[config.mk]
export PLATFORM = sky130hd
export DESIGN_NAME = game_sequencer_flat
export DESIGN_NICKNAME = d
export VERILOG_FILES = /design/src/rtl/tetris_pkg.sv /design/src/rtl/game_sequencer_if.sv /design/src/rtl/game_sequencer_key_oneshot.sv /design/src/rtl/game_sequencer.sv /design/src/flat_wrapper.sv
export SDC_FILE = /design/constraint.sdc
export NUM_CORES = 1
export LEC_CHECK = 0
export CORE_MARGIN = 3
export CORE_UTILIZATION = 52
export CTS_CLUSTER_DIAMETER = 200
export CTS_CLUSTER_SIZE = 8
export DETAILED_ROUTE_END_ITERATION = 7
export HOLD_SLACK_MARGIN = 0.12
export PLACE_DENSITY_LB_ADDON = 0.25
export RECOVER_POWER = 25
export SETUP_SLACK_MARGIN = 0.05
export SLEW_MARGIN = 20
export SYNTH_ARGS = -nofsm -noshare
export SYNTH_HDL_FRONTEND = slang
export SYNTH_SLANG_ARGS = --single-unit
[constraint.sdc]
create_clock -name clk -period 4 [get_ports clk]
set_clock_uncertainty 0.05 [all_clocks]
set_input_delay 0.8 -clock clk [delete_from_list [all_inputs] [get_ports clk]]
set_output_delay 0.8 -clock clk [all_outputs]
set_load 0.03 [all_outputs]
[src/rtl/tetris_pkg.sv]
// Row-command codes, keyboard codes and sequencer state encoding
// shared by the game sequencer and the row blocks.
package tetris_pkg;

    localparam logic [2:0] CODE_CHECK   = 3'b000;
    localparam logic [2:0] CODE_MOVE    = 3'b001;
    localparam logic [2:0] CODE_WRITE   = 3'b010;
    localparam logic [2:0] CODE_SHIFT   = 3'b011;
    localparam logic [2:0] CODE_ADD     = 3'b100;
    localparam logic [2:0] CODE_HOLD    = 3'b110;
    localparam logic [2:0] CODE_LATERAL = 3'b111;

    localparam logic [7:0] KEY_NONE  = 8'h00;
    localparam logic [7:0] KEY_LEFT  = 8'h04;
    localparam logic [7:0] KEY_RIGHT = 8'h07;
    localparam logic [7:0] KEY_ROT   = 8'h1A;
    localparam logic [7:0] KEY_SOFT  = 8'h16;

    typedef enum logic [3:0] {
        S_IDLE,
        S_ADD,
        S_SPAWN,
        S_FALL,
        S_DROP,
        S_WRITE,
        S_CHECK,
        S_SHIFT,
        S_SETTLE,
        S_OVER
    } fsm_t;

    function automatic logic [2:0] code_of(input fsm_t s);
        logic [2:0] c;
        c = CODE_HOLD;
        case (s)
            S_ADD:   c = CODE_ADD;
            S_DROP:  c = CODE_MOVE;
            S_WRITE: c = CODE_WRITE;
            S_CHECK: c = CODE_CHECK;
            S_SHIFT: c = CODE_SHIFT;
            default: c = CODE_HOLD;
        endcase
        return c;
    endfunction

    function automatic logic is_move_key(input logic [7:0] k);
        return (k == KEY_LEFT) || (k == KEY_RIGHT) || (k == KEY_ROT);
    endfunction

endpackage

[src/rtl/game_sequencer_if.sv]
// Broadcast bus between the game sequencer (master) and the row blocks;
// the reply lines are already OR-reduced across all rows.
interface game_sequencer_if #(
    parameter int ROWS = 20
);
    logic [2:0]      state;
    logic [7:0]      key_cmd;
    logic [ROWS-1:0] clear_row;
    logic            stop_any;
    logic            endgame_any;
    logic [ROWS-1:0] row_full;

    modport master (
        output state, key_cmd, clear_row,
        input  stop_any, endgame_any, row_full
    );

    modport slave (
        input  state, key_cmd, clear_row,
        output stop_any, endgame_any, row_full
    );
endinterface

[src/rtl/game_sequencer_key_oneshot.sv]
// Turns a held movement key into a single pending command; the pending
// flag survives until consumed or explicitly discarded.
module key_oneshot (
    input  logic       clk,
    input  logic       reset,
    input  logic [7:0] keycode,
    input  logic       clr,
    input  logic       take,
    output logic       pend,
    output logic [7:0] key
);
    import tetris_pkg::*;

    logic [7:0] last_key;
    logic       hit;

    assign hit = is_move_key(keycode) && (keycode != last_key);

    // A fresh press during consumption re-arms, so back-to-back taps both issue.
    always_ff @(posedge clk or posedge reset) begin
        if (reset) begin
            last_key <= KEY_NONE;
            pend     <= 1'b0;
            key      <= KEY_NONE;
        end else begin
            last_key <= keycode;
            if (clr) begin
                pend <= 1'b0;
            end else if (hit) begin
                pend <= 1'b1;
                key  <= keycode;
            end else if (take) begin
                pend <= 1'b0;
            end
        end
    end

endmodule

[src/rtl/game_sequencer.sv]
// Central game controller: broadcasts row commands, paces gravity and
// runs the land / write / line-clear / spawn loop.
module game_sequencer #(
    parameter int ROWS       = 20,
    parameter int FALL_TICKS = 12_500_000,
    parameter int SOFT_TICKS = 1_250_000,
    parameter int CNT_W      = 24,
    parameter int LINES_W    = 16
) (
    input  logic               clk,
    input  logic               reset,
    input  logic               start,
    input  logic [7:0]         keycode,
    game_sequencer_if.master   bus,
    output logic               game_over,
    output logic [LINES_W-1:0] lines
);
    import tetris_pkg::*;

    fsm_t            fsm;
    fsm_t            fsm_next;
    logic [CNT_W-1:0] fall_cnt;
    logic [CNT_W-1:0] limit;
    logic            expiry;
    logic            pend;
    logic            issue;
    logic [7:0]      key;
    logic [ROWS-1:0] low_bit;
    logic [2:0]      state_q;
    logic [7:0]      key_cmd_q;
    logic [ROWS-1:0] clear_q;

    assign limit = (keycode == KEY_SOFT) ? CNT_W'(SOFT_TICKS - 1)
                                         : CNT_W'(FALL_TICKS - 1);
    // >= so switching to the shorter limit mid-count still expires at once
    assign expiry  = (fsm == S_FALL) && (fall_cnt >= limit);
    assign low_bit = bus.row_full & (~bus.row_full + ROWS'(1));
    assign issue   = pend && (fsm_next == S_FALL);

    key_oneshot u_keys (
        .clk     (clk),
        .reset   (reset),
        .keycode (keycode),
        .clr     (fsm_next == S_WRITE),
        .take    (issue),
        .pend    (pend),
        .key     (key)
    );

    always_ff @(posedge clk or posedge reset) begin
        if (reset) fsm <= S_IDLE;
        else       fsm <= fsm_next;
    end

    always_comb begin
        fsm_next = fsm;
        unique case (fsm)
            S_IDLE:   if (start) fsm_next = S_ADD;
            S_ADD:    fsm_next = S_SPAWN;
            S_SPAWN:  fsm_next = bus.endgame_any ? S_OVER : S_FALL;
            S_FALL:   if (expiry) fsm_next = bus.stop_any ? S_WRITE : S_DROP;
            S_DROP:   fsm_next = S_FALL;
            S_WRITE:  fsm_next = S_CHECK;
            S_CHECK:  fsm_next = (|bus.row_full) ? S_SHIFT : S_ADD;
            S_SHIFT:  fsm_next = S_SETTLE;
            S_SETTLE: fsm_next = S_CHECK;
            S_OVER:   fsm_next = S_OVER;
            default:  fsm_next = S_IDLE;
        endcase
    end

    always_ff @(posedge clk or posedge reset) begin
        if (reset) begin
            fall_cnt  <= '0;
            state_q   <= CODE_HOLD;
            key_cmd_q <= KEY_NONE;
            clear_q   <= '0;
            game_over <= 1'b0;
            lines     <= '0;
        end else begin
            fall_cnt  <= (fsm == S_FALL && !expiry) ? fall_cnt + CNT_W'(1) : '0;
            state_q   <= issue ? CODE_LATERAL : code_of(fsm_next);
            key_cmd_q <= issue ? key : KEY_NONE;
            clear_q   <= (fsm_next == S_SHIFT) ? low_bit : '0;
            if (fsm_next == S_OVER) game_over <= 1'b1;
            if (fsm == S_IDLE && start)
                lines <= '0;
            else if (fsm == S_SHIFT && lines != '1)
                lines <= lines + LINES_W'(1);
        end
    end

    assign bus.state     = state_q;
    assign bus.key_cmd   = key_cmd_q;
    assign bus.clear_row = clear_q;

endmodule

[src/flat_wrapper.sv]
// flat-port wrapper written by rule: the top's interface ports become plain ports
module game_sequencer_flat import tetris_pkg::*;
#(
    parameter int ROWS       = 20,
    parameter int FALL_TICKS = 12_500_000,
    parameter int SOFT_TICKS = 1_250_000,
    parameter int CNT_W      = 24,
    parameter int LINES_W    = 16
)
  (clk, reset, start, keycode, game_over, lines, bus_state, bus_key_cmd, bus_clear_row, bus_stop_any, bus_endgame_any, bus_row_full);
  game_sequencer_if #(.ROWS(ROWS)) bus_i ();
  input  logic clk;
  input  logic reset;
  input  logic start;
  input  logic [7:0] keycode;
  output logic game_over;
  output logic [LINES_W-1:0] lines;
  output wire logic [$bits(bus_i.state)-1:0] bus_state;
  output wire logic [$bits(bus_i.key_cmd)-1:0] bus_key_cmd;
  output wire logic [$bits(bus_i.clear_row)-1:0] bus_clear_row;
  input wire logic [$bits(bus_i.stop_any)-1:0] bus_stop_any;
  input wire logic [$bits(bus_i.endgame_any)-1:0] bus_endgame_any;
  input wire logic [$bits(bus_i.row_full)-1:0] bus_row_full;
  assign bus_state = bus_i.state;
  assign bus_key_cmd = bus_i.key_cmd;
  assign bus_clear_row = bus_i.clear_row;
  assign bus_i.stop_any = bus_stop_any;
  assign bus_i.endgame_any = bus_endgame_any;
  assign bus_i.row_full = bus_row_full;
  game_sequencer #(.ROWS(ROWS), .FALL_TICKS(FALL_TICKS), .SOFT_TICKS(SOFT_TICKS), .CNT_W(CNT_W), .LINES_W(LINES_W)) u_core (.clk(clk), .reset(reset), .start(start), .keycode(keycode), .bus(bus_i), .game_over(game_over), .lines(lines));
endmodule
### After elaboration in Yosys (flattened, before gate mapping)

Index checks and enable logic that the tools add are counted.

| cells by class | value |
|---|---|
| $lt $le $gt $ge | 1 |
| eq/ne operators | 22 |
| $add $sub $neg | 3 |
| bitwise gates (word level) | 3 |
| multiplexer cells | 17 |
| reductions and logical operators | 15 |

Operator list:

| cell | number |
|---|---|
| $mux 24 | 2 |
| $pmux 4 s9 | 1 |
| $eq 4x3->1 const B | 8 |
| $mux 16 | 2 |
| $add 24x1->24 const B | 1 |
| $ge 24x24->1 | 1 |
| $add 20x1->20 const B | 1 |
| $and 20x20->20 | 1 |
| $mux 20 | 1 |
| $not 20->20 | 1 |
| $reduce_or 20->1 | 1 |
| $add 16x1->16 const B | 1 |
| $eq 8x3->1 const B | 2 |
| $eq 8x5->1 const B | 2 |
| $ne 16x16->1 const B | 1 |
| $pmux 3 s5 | 1 |
| $eq 4x2->1 const B | 3 |
| $eq 4x4->1 const B | 3 |
| $mux 4 | 3 |
| $eq 4x1->1 const B | 2 |
| $mux 8 | 1 |
| $ne 8x8->1 | 1 |
| $logic_and 1x1->1 | 6 |
| $mux 3 | 2 |
| other kinds (9) | 13 |

| storage, ports and cells | value |
|---|---|
| register bits | 93 |
| output and inout port bits | 48 |
| word-level logic and storage cells | 71 |
| bits of input ports | 33 |

### Logic depth before layout (Yosys ltp)

| depth | value |
|---|---|
| word-level depth | 11 |
| mapped depth | 11 |

### By module

A second synthesis with hierarchy kept.

| second synthesis, totals | value |
|---|---|
| cells, all modules | 419 |
| area total of the unflattened synthesis | 4364.2 µm² |

Modules (own cells, without submodules):

| module | times used | cells an instance | sequential area each (µm²) | area an instance (µm²) |
|---|---|---|---|---|
| game_sequencer | 1 | 372 | 1904.3 | 3694.8 |
| key_oneshot | 1 | 47 | 425.4 | 669.4 |

### Worst setup path before layout

No wires, ideal clock.

| timing | value |
|---|---|
| path kind | input-to-reg |
| start | input keycode[0] |
| end | register u_core.u_keys.key[0] |
| library setup time | 125 ps |
| data arrival time | 3467 ps |
| setup slack | 358 ps |
| cell stages on the path | 10 |
| cells stage by stage | nor4_4 nand2_1 ha_1 a2111o_1 nor3b_1 nor4_1 o211ai_1 a211oi_4 a211oi_4 mux2_2 |

| between the ends | value |
|---|---|
| word-level cells in the longest chain between the ends | 9 |
| elaborated cells between the ends (all ways) | 16 |
| classes of those cells | order compare (1); eq/ne (6); mux (3); bitwise (1); reduce/logical (5) |

RTL lines:

| item | line | source |
|---|---|---|
| from (decl) | flat_wrapper.sv:15 | `input logic [7:0] keycode;` |
| $eq 8x5->1 | game_sequencer.sv:33 | `assign limit = (keycode == KEY_SOFT) ? CNT_W'(SOFT_TICKS - 1)` |
| $mux 24 | game_sequencer.sv:33 |  |
| $ge 24x24->1 | game_sequencer.sv:36 | `assign expiry = (fsm == S_FALL) && (fall_cnt >= limit);` |
| $logic_and 1x1->1 | game_sequencer.sv:36 |  |
| $mux 4 | game_sequencer.sv:61 | `S_FALL: if (expiry) fsm_next = bus.stop_any ? S_WRITE : S_DROP;` |
| $pmux 4 s9 | game_sequencer.sv:57 | `unique case (fsm)` |
| $eq 4x3->1 | game_sequencer.sv:44 | `.clr (fsm_next == S_WRITE),` |
| $not 1->1 (no source line) | -- |  |
| $reduce_and 2->1 (no source line) | -- |  |
| to (signal assigned) | game_sequencer_key_oneshot.sv:31 | `key <= keycode;` |
| to (decl) | game_sequencer_key_oneshot.sv:10 | `output logic [7:0] key` |

Parallel ways exist; a longest one is shown, timed or not.
A chain may end at the register's enable or synchronous reset.

### Final worst setup path

| timing | value |
|---|---|
| start | input keycode[0] |
| end | register u_core.u_keys.key[3] |

| between the ends | value |
|---|---|
| word-level cells in the longest chain between the ends | 9 |
| elaborated cells between the ends (all ways) | 16 |
| classes of those cells | order compare (1); eq/ne (6); mux (3); bitwise (1); reduce/logical (5) |

RTL lines:

| item | line |
|---|---|
| $eq 8x5->1 | game_sequencer.sv:33 |
| $mux 24 | game_sequencer.sv:33 |
| $ge 24x24->1 | game_sequencer.sv:36 |
| $logic_and 1x1->1 | game_sequencer.sv:36 |
| $mux 4 | game_sequencer.sv:61 |
| $pmux 4 s9 | game_sequencer.sv:57 |
| $eq 4x3->1 | game_sequencer.sv:44 |
| $not 1->1 (no source line) | -- |
| $reduce_and 2->1 (no source line) (*) | -- |

Mark *: on every way between the ends. The rest lies on a longest branch, timed or not.

==> qor.txt <==
Post-DP HPWL: 6550 um
WL/cell: 14.2 um
Share of cells above drive strength 1: 0.113
Root Driver: clkbuf_8
Final setup margin: 0.311 ns
Yosys cell types: 59
GRT Util Overall: 0.194
1st-iter DRT viols: 141
Top_reg_cell synth: dfrtp_1
Setup slack at placement: -0.0563 ns
Gr ovfl total: 0
CP Launch Type: input port
Final Wtd Congestion: 0.918
Largest net degree at the start of global routing: 49
Critical-path top delay cell: clkdlybuf4s50_1
Worst-path fanout max: 7
CP peak stage delay: 0.46 ns
Violated checks: max-capacitance violations, max-slew violations
Syn nets: 450
First-pass GRT wire length: 15400 um
Total die area: 9560 um2
WP data arrival: 3.87 ns
Initial antenna violation count: 0
Die X-Extent: 97.8 um
Diodes inserted: 0
Max Fclk: 271 MHz
Starting density of the core: 0.550
IO Pins: 81
CTS Buf Count: 9
Most common cell on crit path: a211oi_4
Final setup vio count: 0
Lkg Pwr: 0.00251 uW
CTS sink count: 93
Register area share after synthesis: 0.532
DIE HEIGHT: 97.8 um
Status: complete, but fails checks
Async SR Flop Fraction: 1.00
Hold Violations, Final: 0
Cell Chain, Critical Path: clkdlybuf4s50_1, nor4_4, nand2_1, ha_1, a2111o_1, nor3b_1, nor4_1, o211ai_1, a211oi_4, a211oi_4, mux2_2
Post-Syn Area: 4380 um2
Via/cell ratio: 5.33
Slew headroom: -0.288
Post-DP Area: 5470 um2
Hold WC Path Type: flip-flop to flip-flop
Hold Buf Count CTS: 0
Post-synthesis register bit count: 93
CORE AREA: 7970 um2
Max-Cap Viols: 1
Peak supply drop: 0.218 mV
Total wire length: 8850 um
Critical Path RT: 4.18 ns
Worst slew pin tran: 1.92 ns
Number of global-route vias before repair: 3309
Num rows: 32
RSZ-0062 raised after global routing: no
Setup CP Type: input port to flip-flop
Ys Warns: 0
Post-route DRC: 0
Routed Antenna Nets: 0
Port bufs: 80
Pre-antenna DRT Iters: 4
Final worst path period share: 0.922
Nets@finish: 557
Number of flops mapped to enable cells by yosys: 0
Power density over cell area: 387 nW/um2
Crit. End Element: flip-flop
Final Max Slew Viols: 47
Clock slew at the register clock pins of the worst setup and hold paths: 0.09 ns
CTS tree: yes
Syn_area_per_cell: 10.7 um2
Crit path time final: 3.69 ns
CTS Buffer Depth: 2
Final Cell Area: 5670 um2
Via count: 3332
Worst-Skew Late Latency: 0.36 ns
P&R area growth vs syn: 29.4%
Post-CTS Setup Bufs: 0
Post_cts resized: 0
# H-tree levels: 3
Setup TNS: 0 ns
Synthesized instance count: 411
-- layer usage --
metal | track usage | up-vias | routed length (um)
li1 | - | 1652 | -
met3 | 0.0507 | 14 | 453
met4 | 0.0660 | 0 | 124
met2 | 0.327 | 74 | 4430
met1 | 0.245 | 1592 | 3850
met5 | 0 | - | 0
-- state kept, by name, indices dropped and copies added, names as in the netlist --
register                flops
u_core.lines               16
u_core.fsm                  4
u_core.game_over            1
u_core.bus.state            3
u_core.bus.key_cmd          8
u_core.bus.clear_row       20
u_core.u_keys.last_key      8
u_core.fall_cnt            24
u_core.u_keys.pend          1
u_core.u_keys.key           8
-- where the power goes --
group	internal (uW)	total, uW	switching, uW
combinational	188	391	203
clock	387	706	319
sequential	1020	1100	75.0
total	1600	2190	597
-- worst max-delay path, delay by kind of cell --
kind	cells	cell delay [ns]
simple gates	4	0.75
compound gates	4	1.14
mux	1	0.39
fa+ha+maj	1	0.32
buf+inv	1	0.46
-- logic make-up after synthesis --
family	share of synthesized area
compound gates	0.0771
xor+xnor	0.0879
fa+ha+maj	0.0171
buf+inv	0.0200
flops	0.532
mux	0.0174
simple gates	0.249
-- area by class of cell --
cell class	instances	area, um2
Timing Repair Buffer	102	952
Sequential cell	93	2330
Clock inverter	5	81.3
Inverter	16	61.3
Fill cell	583	2300
Clock buffer	11	151
Tap cell	102	128
Multi-Input combinational cell	296	1970
-- cell usage in the layout (no fill, tap or decap), types with 11 or more instances in the layout --
cell type,Yosys,final
inv_1,16,15
xnor2_1,25,25
clkdlybuf4s50_1,0,77
and3_1,12,12
xor2_1,19,19
and2_1,19,19
clkbuf_8,0,11
nand2_1,28,28
nor3_1,12,12
nor2_1,53,53
buf_4,0,18
nand3_1,17,17
dfrtp_1,91,91
-- cells in the mapped netlist, types with 2 or more instances --
library cell	instances	share of area
ha_1	6	0.017
nor4_1	4	0.0057
nand3_1	17	0.019
and3b_1	2	0.0040
and3_2	2	0.0034
inv_1	16	0.014
or3_1	6	0.0086
nor3_1	12	0.014
mux2i_1	2	0.0046
and3_1	12	0.017
xor2_1	19	0.038
a22oi_1	2	0.0034
and4b_1	2	0.0046
nand3b_1	2	0.0034
a211oi_4	2	0.0091
or4_1	2	0.0034
dfrtp_1	91	0.52
nor3_2	2	0.0046
dfstp_2	2	0.012
mux2_2	5	0.013
o21ai_0	4	0.0046
nor4b_1	5	0.010
a31oi_1	5	0.0071
nor2b_1	6	0.0086
nand4_1	6	0.0086
clkbuf_1	2	0.0017
a21oi_1	7	0.0080
o21bai_1	2	0.0034
nand2b_1	2	0.0029
nor2_1	53	0.045
and2_1	19	0.027
or2_2	2	0.0029
a211oi_1	2	0.0034
nand2_1	28	0.024
o32a_1	2	0.0046
buf_2	4	0.0046
xnor2_1	25	0.050
nor3b_1	5	0.0086
and4_1	4	0.0080
-- stage by stage --
step                      power, uW   util  hold slack, ns  cells
final                          2190  0.712           0.417    625
after global routing           2310  0.712           0.441    625
after CTS                      2220  0.715           0.419    625
after detailed placement       1510  0.686           0.407    609
after global placement         1490  0.686           0.389    609
after floorplan                1340      -           0.374    411
-- path summary, 6_finish.rpt --
kind	from	end	slack, ns	cells past startpoint
max in group asynchronous	reset	u_core.bus.clear_row[2]	0.72	3
setup reg to reg	u_core.fall_cnt[9]	u_core.u_keys.key[3]	1.22	8
hold / removal	u_core.fall_cnt[0]	u_core.fall_cnt[0]	0.42	1
hold reg to reg	u_core.fall_cnt[0]	u_core.fall_cnt[0]	0.42	1
min in group asynchronous	reset	u_core.bus.state[0]	1.35	2
setup / recovery	keycode[0]	u_core.u_keys.key[3]	0.31	11
No activity file was read; power rests on OpenSTA's default activity.
